==> src/rtl/ac1_pkg.sv <==
// Shared constants and state type for the UART-to-DDR word packer.
package ac1_pkg;

  localparam int unsigned BYTE_W = 8;
  localparam int unsigned WORD_W = 64;

  // EMPTY: no bytes held, FILL: 1..7 bytes held, STALL: full word waiting for output register
  typedef enum logic [1:0] {
    EMPTY,
    FILL,
    STALL
  } packer_state_e;

endpackage

==> src/rtl/packer_timeout_ctr.sv <==
// Idle-cycle counter for partial-word flushing; saturates one short of the limit so that
// expired stays asserted while a flush waits for the output register.
module packer_timeout_ctr #(
  parameter int unsigned TIMEOUT_CYCLES = 16
) (
  input  logic input_clk,
  input  logic reset,
  input  logic clear,
  input  logic run,
  output logic expired
);

  localparam int unsigned CW = $clog2(TIMEOUT_CYCLES + 1);
  localparam logic [CW-1:0] LAST = CW'(TIMEOUT_CYCLES - 1);

  logic [CW-1:0] cnt_q;

  // Count idle cycles, restart on clear, hold at LAST
  always_ff @(posedge input_clk or posedge reset) begin
    if (reset) begin
      cnt_q <= '0;
    end else if (clear) begin
      cnt_q <= '0;
    end else if (run && (cnt_q != LAST)) begin
      cnt_q <= cnt_q + 1'b1;
    end
  end

  // Fires in the cycle that completes TIMEOUT_CYCLES idle cycles
  assign expired = run && (cnt_q == LAST);

endmodule

==> src/rtl/uart_word_packer.sv <==
// Packs UART bytes (first byte in LSBs) into 64-bit words for the DDR write port.
// Double buffered: assembly register plus output register.
// Optional macro PACKER_TIMEOUT_EN flushes a partial word after TIMEOUT_CYCLES idle cycles.
module uart_word_packer
  import ac1_pkg::*;
#(
  parameter int unsigned WORD_BYTES     = 8,
  parameter int unsigned TIMEOUT_CYCLES = 16
) (
  input  logic              input_clk,
  input  logic              reset,
  input  logic [BYTE_W-1:0] data_received,
  input  logic              data_rdy,
  input  logic              write_ready,
  input  logic              clear_ovf,
  output logic [WORD_W-1:0] write_data,
  output logic              write_valid,
  output logic [3:0]        write_len,
  output logic [3:0]        byte_count,
  output logic              overflow
);

  localparam logic [3:0] FULL = 4'(WORD_BYTES);

  packer_state_e     state_q, state_d;
  logic [WORD_W-1:0] asm_q, asm_d;
  logic [3:0]        cnt_q, cnt_d;
  logic [WORD_W-1:0] out_q, out_d;
  logic              out_valid_q, out_valid_d;
  logic [3:0]        out_len_q, out_len_d;
  logic              ovf_q, ovf_d;

  logic              accept, out_free, drop, flush_req;
  logic [WORD_W-1:0] asm_new;

`ifdef PACKER_TIMEOUT_EN
  logic to_run, to_clear, to_expired;

  assign to_run   = (state_q == FILL) && !data_rdy;
  assign to_clear = data_rdy || (state_q != FILL);

  packer_timeout_ctr #(
    .TIMEOUT_CYCLES(TIMEOUT_CYCLES)
  ) u_timeout_ctr (
    .input_clk(input_clk),
    .reset    (reset),
    .clear    (to_clear),
    .run      (to_run),
    .expired  (to_expired)
  );

  assign flush_req = to_expired;
`else
  assign flush_req = 1'b0;
`endif

  assign accept   = out_valid_q && write_ready;
  // Output register can take a word on this edge (empty, or draining now)
  assign out_free = !out_valid_q || accept;
  assign asm_new  = asm_q | (WORD_W'(data_received) << {cnt_q[2:0], 3'b000});

  // Next-state: byte assembly, word hand-off, overflow tracking
  always_comb begin
    state_d     = state_q;
    asm_d       = asm_q;
    cnt_d       = cnt_q;
    out_d       = out_q;
    out_valid_d = out_valid_q;
    out_len_d   = out_len_q;
    drop        = 1'b0;

    // Clearing on accept keeps write_data at 0 whenever write_valid is low
    if (accept) begin
      out_d       = '0;
      out_valid_d = 1'b0;
      out_len_d   = '0;
    end

    unique case (state_q)
      EMPTY, FILL: begin
        if (data_rdy) begin
          if (cnt_q == FULL - 4'd1) begin
            if (out_free) begin
              out_d       = asm_new;
              out_valid_d = 1'b1;
              out_len_d   = FULL;
              asm_d       = '0;
              cnt_d       = '0;
              state_d     = EMPTY;
            end else begin
              asm_d   = asm_new;
              cnt_d   = FULL;
              state_d = STALL;
            end
          end else begin
            asm_d   = asm_new;
            cnt_d   = cnt_q + 4'd1;
            state_d = FILL;
          end
        end else if (flush_req && out_free) begin
          out_d       = asm_q;
          out_valid_d = 1'b1;
          out_len_d   = cnt_q;
          asm_d       = '0;
          cnt_d       = '0;
          state_d     = EMPTY;
        end
      end
      STALL: begin
        if (out_free) begin
          out_d       = asm_q;
          out_valid_d = 1'b1;
          out_len_d   = FULL;
          // A byte arriving on the hand-off edge starts the next word
          if (data_rdy) begin
            asm_d   = WORD_W'(data_received);
            cnt_d   = 4'd1;
            state_d = FILL;
          end else begin
            asm_d   = '0;
            cnt_d   = '0;
            state_d = EMPTY;
          end
        end else if (data_rdy) begin
          drop = 1'b1;
        end
      end
      default: state_d = EMPTY;
    endcase

    // Set wins over clear
    if (drop) begin
      ovf_d = 1'b1;
    end else if (clear_ovf) begin
      ovf_d = 1'b0;
    end else begin
      ovf_d = ovf_q;
    end
  end

  // State and data registers
  always_ff @(posedge input_clk or posedge reset) begin
    if (reset) begin
      state_q     <= EMPTY;
      asm_q       <= '0;
      cnt_q       <= '0;
      out_q       <= '0;
      out_valid_q <= 1'b0;
      out_len_q   <= '0;
      ovf_q       <= 1'b0;
    end else begin
      state_q     <= state_d;
      asm_q       <= asm_d;
      cnt_q       <= cnt_d;
      out_q       <= out_d;
      out_valid_q <= out_valid_d;
      out_len_q   <= out_len_d;
      ovf_q       <= ovf_d;
    end
  end

  assign write_data  = out_q;
  assign write_valid = out_valid_q;
  assign write_len   = out_len_q;
  assign byte_count  = cnt_q;
  assign overflow    = ovf_q;

endmodule
==> config.mk <==
export PLATFORM = sky130hd
export DESIGN_NAME = uart_word_packer
export DESIGN_NICKNAME = d
export VERILOG_FILES = /design/src/rtl/ac1_pkg.sv /design/src/rtl/packer_timeout_ctr.sv /design/src/rtl/uart_word_packer.sv
export SDC_FILE = /design/constraint.sdc
export NUM_CORES = 1
export LEC_CHECK = 0
export CAP_MARGIN = 0
export CORE_ASPECT_RATIO = 1.25
export CORE_UTILIZATION = 45
export CTS_CLUSTER_SIZE = 28
export DETAILED_ROUTE_END_ITERATION = 7
export PLACE_DENSITY = 0.68
export REMOVE_ABC_BUFFERS = 1
export SLEW_MARGIN = 10
export SYNTH_ARGS = -nofsm -noshare
export SYNTH_HDL_FRONTEND = slang
export SYNTH_HIERARCHICAL = 1
export SYNTH_SLANG_ARGS = --single-unit
export TNS_END_PERCENT = 20
==> constraint.sdc <==
create_clock -name input_clk -period 6.3 [get_ports input_clk]
set_clock_uncertainty 0.2 [all_clocks]
set_input_delay 1.89 -clock input_clk [delete_from_list [all_inputs] [get_ports input_clk]]
set_output_delay 1.89 -clock input_clk [all_outputs]
set_load 0.01 [all_outputs]
==> results summary <==
In this run the static leakage power is around 3.2 nW. The signal on the critical path passes through clkdlybuf4s50_1 -> and2b_1 -> nor2_2 -> or2_2 -> buf_4 -> a22o_1. The initial antenna violation count was 0. The met1 layer usage reported by global route came out at a little under a third.

Data on the critical path is required at its endpoint by roughly 6.5 ns. The pin count of the biggest net entering global routing is 118. The number of standard-cell rows in the floorplan came out at 46. The die area is ~13,000 µm². The cell family contributing the most delay on the critical path is simple AND/OR/NAND/NOR gates. Of all flip-flops after synthesis, the portion carrying an async set or reset was 100%. The core region is between 10,000 and 15,000 µm².

The most used flip-flop cell after synthesis is dfrtp_1. In this run, distinct cell masters in the synthesized netlist total between 40 and 50. The count of buffers from port buffering came out at between 80 and 90. The global routing usage on met2 came out at about two fifths. The end point of the critical path is write_data[14]. The final period demand of the worst path is around 4.4 ns. Adding up every negative setup slack in the final design gives 0 ns. The maximum single-stage delay on the critical path is about 0.7 ns. The number of failing setup endpoints in the final timing report came out at 0. The starting density of the core came out at a little under half.

The number of instances in the synthesized netlist is between 500 and 600. The first-pass GRT wire length came out at between 20,000 and 25,000 µm. The share of the yosys chip area belonging to registers came out at about three fifths. The pre-antenna-repair detailed-routing pass consisted of 7 iterations. The clock latency reported for the late side of the worst-skew pair is about 0.41 ns.

The total routed wirelength came out at about 15,000 µm. In this run the post-CTS setup repair buffer count came out at 0. The arrival time reported for the critical path endpoint came out at 4.59 ns. Leaving out fill and tap cells, the most frequent cells in the layout are dfrtp_1 (140), a21oi_1 (128), clkdlybuf4s50_1 (86). The synthesized flop and latch total is between 100 and 150. The number of cells traversed by the worst hold path came out at 1.

From left edge to right edge, the die measures 104 µm. The master of the slowest instance on the critical path is nor2_2. The number of enable-type register cells in the synthesized netlist is 0. The overall global routing resource usage is about 23%. The buffer type at the clock tree root is clkbuf_16.

After clock tree synthesis, the clock-pin slew on the worst setup and hold paths is 0.06 ns. The post-DP HPWL is 8780 µm. The peak supply drop is around 0.21 mV.

The critical path endpoint category is a flip-flop. At the end of routability-driven placement, the weighted congestion stood at 0.799. The final worst-path cycle share is a little over two thirds. The total number of vias came out at 4,403. The normalized max-slew margin came out at slightly below 30%. Dividing the synthesized area by the synthesized cell count gives 11.3 µm². In this run the number of H-tree levels came out at 4. The number of DRC violations after detailed-routing iteration 0 is around 330.

Relative to the synthesized area, the layout overhead comes to 26.4%. In this run the critical register-to-register path is captured at write_data[14]. TritonCTS built the clock tree. After global routing, the most crowded layer is met2. The DRC violation count after routing came out at 0.

The achievable frequency is around 230 MHz. Setup repair after global routing left no endpoint under its margin. The worst setup path is launched from an input pin. The hold violation total from the final report came out at 0. The synthesized cell area came out at 5820 µm².

Leaving out fill and tap cells, the most frequent cell in the layout is dfrtp_1. The actual transition at the worst max-transition pin came out at about 1.1 ns. The detailed-route vias per instance is 5.76. Of the cells placed in the final design, the portion with a size suffix greater than 1 is slightly above 8%. The via count of the first global-routing pass is 4,463. The number of buffers created by CTS is 17. Max-cap violations in this run came to 0. The design draws ~3.7 mW. The startpoint identified for the worst register-to-register timing path is byte_count[0].

The most critical setup path has its startpoint at write_ready. Counting both buffers and inverters, the worst setup path holds a total of 2. The number of pins exceeding their max-slew limit in the final report is 0.

The maximum fanout along the worst path came out at 29. The worst hold path belongs to the class flip-flop to flip-flop. The residual antenna-violating net count after detailed routing came out at 0. The flow ran to the end, and the final reports show no timing, DRC or antenna violations. For this design, the CTS-stage hold fixing added 0 buffers. The clock drives 140 sinks.

The final-stage net count came out at about 600. During synthesis, Yosys emitted a total of 6 warnings. The count of antenna diodes in the layout is 0. The worst hold path begins at write_data[61].

The total overflow reported by the global router is 0. The path depth of the worst reg2reg path came out at 6. The worst-case register-to-register setup slack is approximately 2.9 ns. In this run the vertical extent of the chip is about 130 µm. The I/O pin count is between 80 and 90. The average wire per standard cell is between 15 and 20 µm.

The number of cells on the critical path came out at 6. The routing usage on met3 came out at around 3.9%. The number of buffers on the longest clock path came out at 2. The number of gates resized after CTS was 0. The power density relative to cell area is 508 nW/µm². By startpoint and endpoint, the worst setup path is classified as input pin to flip-flop.
==> state kept, by name (all words and copies together) (netlist names) <==
name         count
asm_q           64
write_data      64
byte_count       4
write_len        4
state_q          2
overflow         1
write_valid      1
==> layout make-up <==
type                            instances  area, µm²
Tap cell                              168        210
Inverter                                2       12.5
Multi-Input combinational cell        330       2030
Clock inverter                         11        214
Clock buffer                           20        467
Fill cell                            1065       5310
Sequential cell                       140       3500
Timing Repair Buffer                   93        913
==> metrics by stage <==
stage          cell area, µm²  hold slack, ns  setup WS [ns]  std cells  util (%)
6_report                 7350           0.288           1.86        764      58.1
5_1_grt                  7350           0.308           1.67        764      58.1
4_1_cts                  7350           0.292           1.91        764      58.1
3_5_place_dp             6670           0.276           1.49        733      52.7
3_3_place_gp             6670           0.271           1.59        733      52.7
2_1_floorplan            5530           0.263          0.457        472         -
==> report_power, final <==
group | leakage (nW) | switching [mW] | internal [mW]
logic | 1.04 | 0.530 | 0.548
registers | 1.79 | 0.265 | 1.25
clock network | 0.328 | 0.375 | 0.771
total | 3.16 | 1.17 | 2.57
==> worst register-to-register path: stages, from the launching register on <==
cell      delay [ns]
dfrtp_1         0.57
ha_1            0.35
nand3b_1        0.46
o21ai_1         0.26
o21ai_4         0.66
buf_4           0.56
a22o_1          0.23
==> how the worst min path moves through the flow <==
stage                                 to
final                     write_data[61]
after global routing      write_data[36]
after CTS                  write_data[1]
after detailed placement   write_data[1]
after global placement      write_len[0]
after floorplan                asm_q[10]
==> metal layers <==
| metal | share of wire [%] | up-vias |
|---|---|---|
| met4 | 0.98 | 0 |
| met2 | 50 | 140 |
| li1 | - | 2008 |
| met1 | 45 | 2243 |
| met3 | 4.1 | 12 |
| met5 | 0 | - |
==> cells in the mapped netlist, types with 2 or more instances <==
cell type / number / area share, %
and3b_1: 3 / 0.45
nor3_1: 2 / 0.17
nand2b_1: 2 / 0.22
inv_1: 2 / 0.13
nand2_1: 8 / 0.52
o2bb2ai_1: 48 / 7.2
o21ai_0: 3 / 0.26
mux2i_1: 2 / 0.34
a22o_1: 24 / 3.6
and2_1: 3 / 0.32
nor2_1: 61 / 3.9
nor2b_1: 3 / 0.32
a21oi_1: 128 / 11
buf_4: 4 / 0.52
o211a_1: 5 / 0.86
a31oi_1: 9 / 0.97
nor3b_1: 4 / 0.52
buf_2: 16 / 1.4
clkbuf_1: 15 / 0.97
nand3b_1: 2 / 0.26
dfrtp_1: 140 / 60
nor2_2: 2 / 0.22
buf_6: 9 / 1.7
o22ai_1: 3 / 0.32
==> cell families after synthesis <==
logic type	count (synthesis)	share of synthesized area [%]
compound gates	227	25.4
flops	140	60.2
simple gates	99	8.63
buf+inv	47	4.99
mux	2	0.344
xor+xnor	1	0.151
fa+ha+maj	1	0.215
Power figures use the tool's default switching activity.
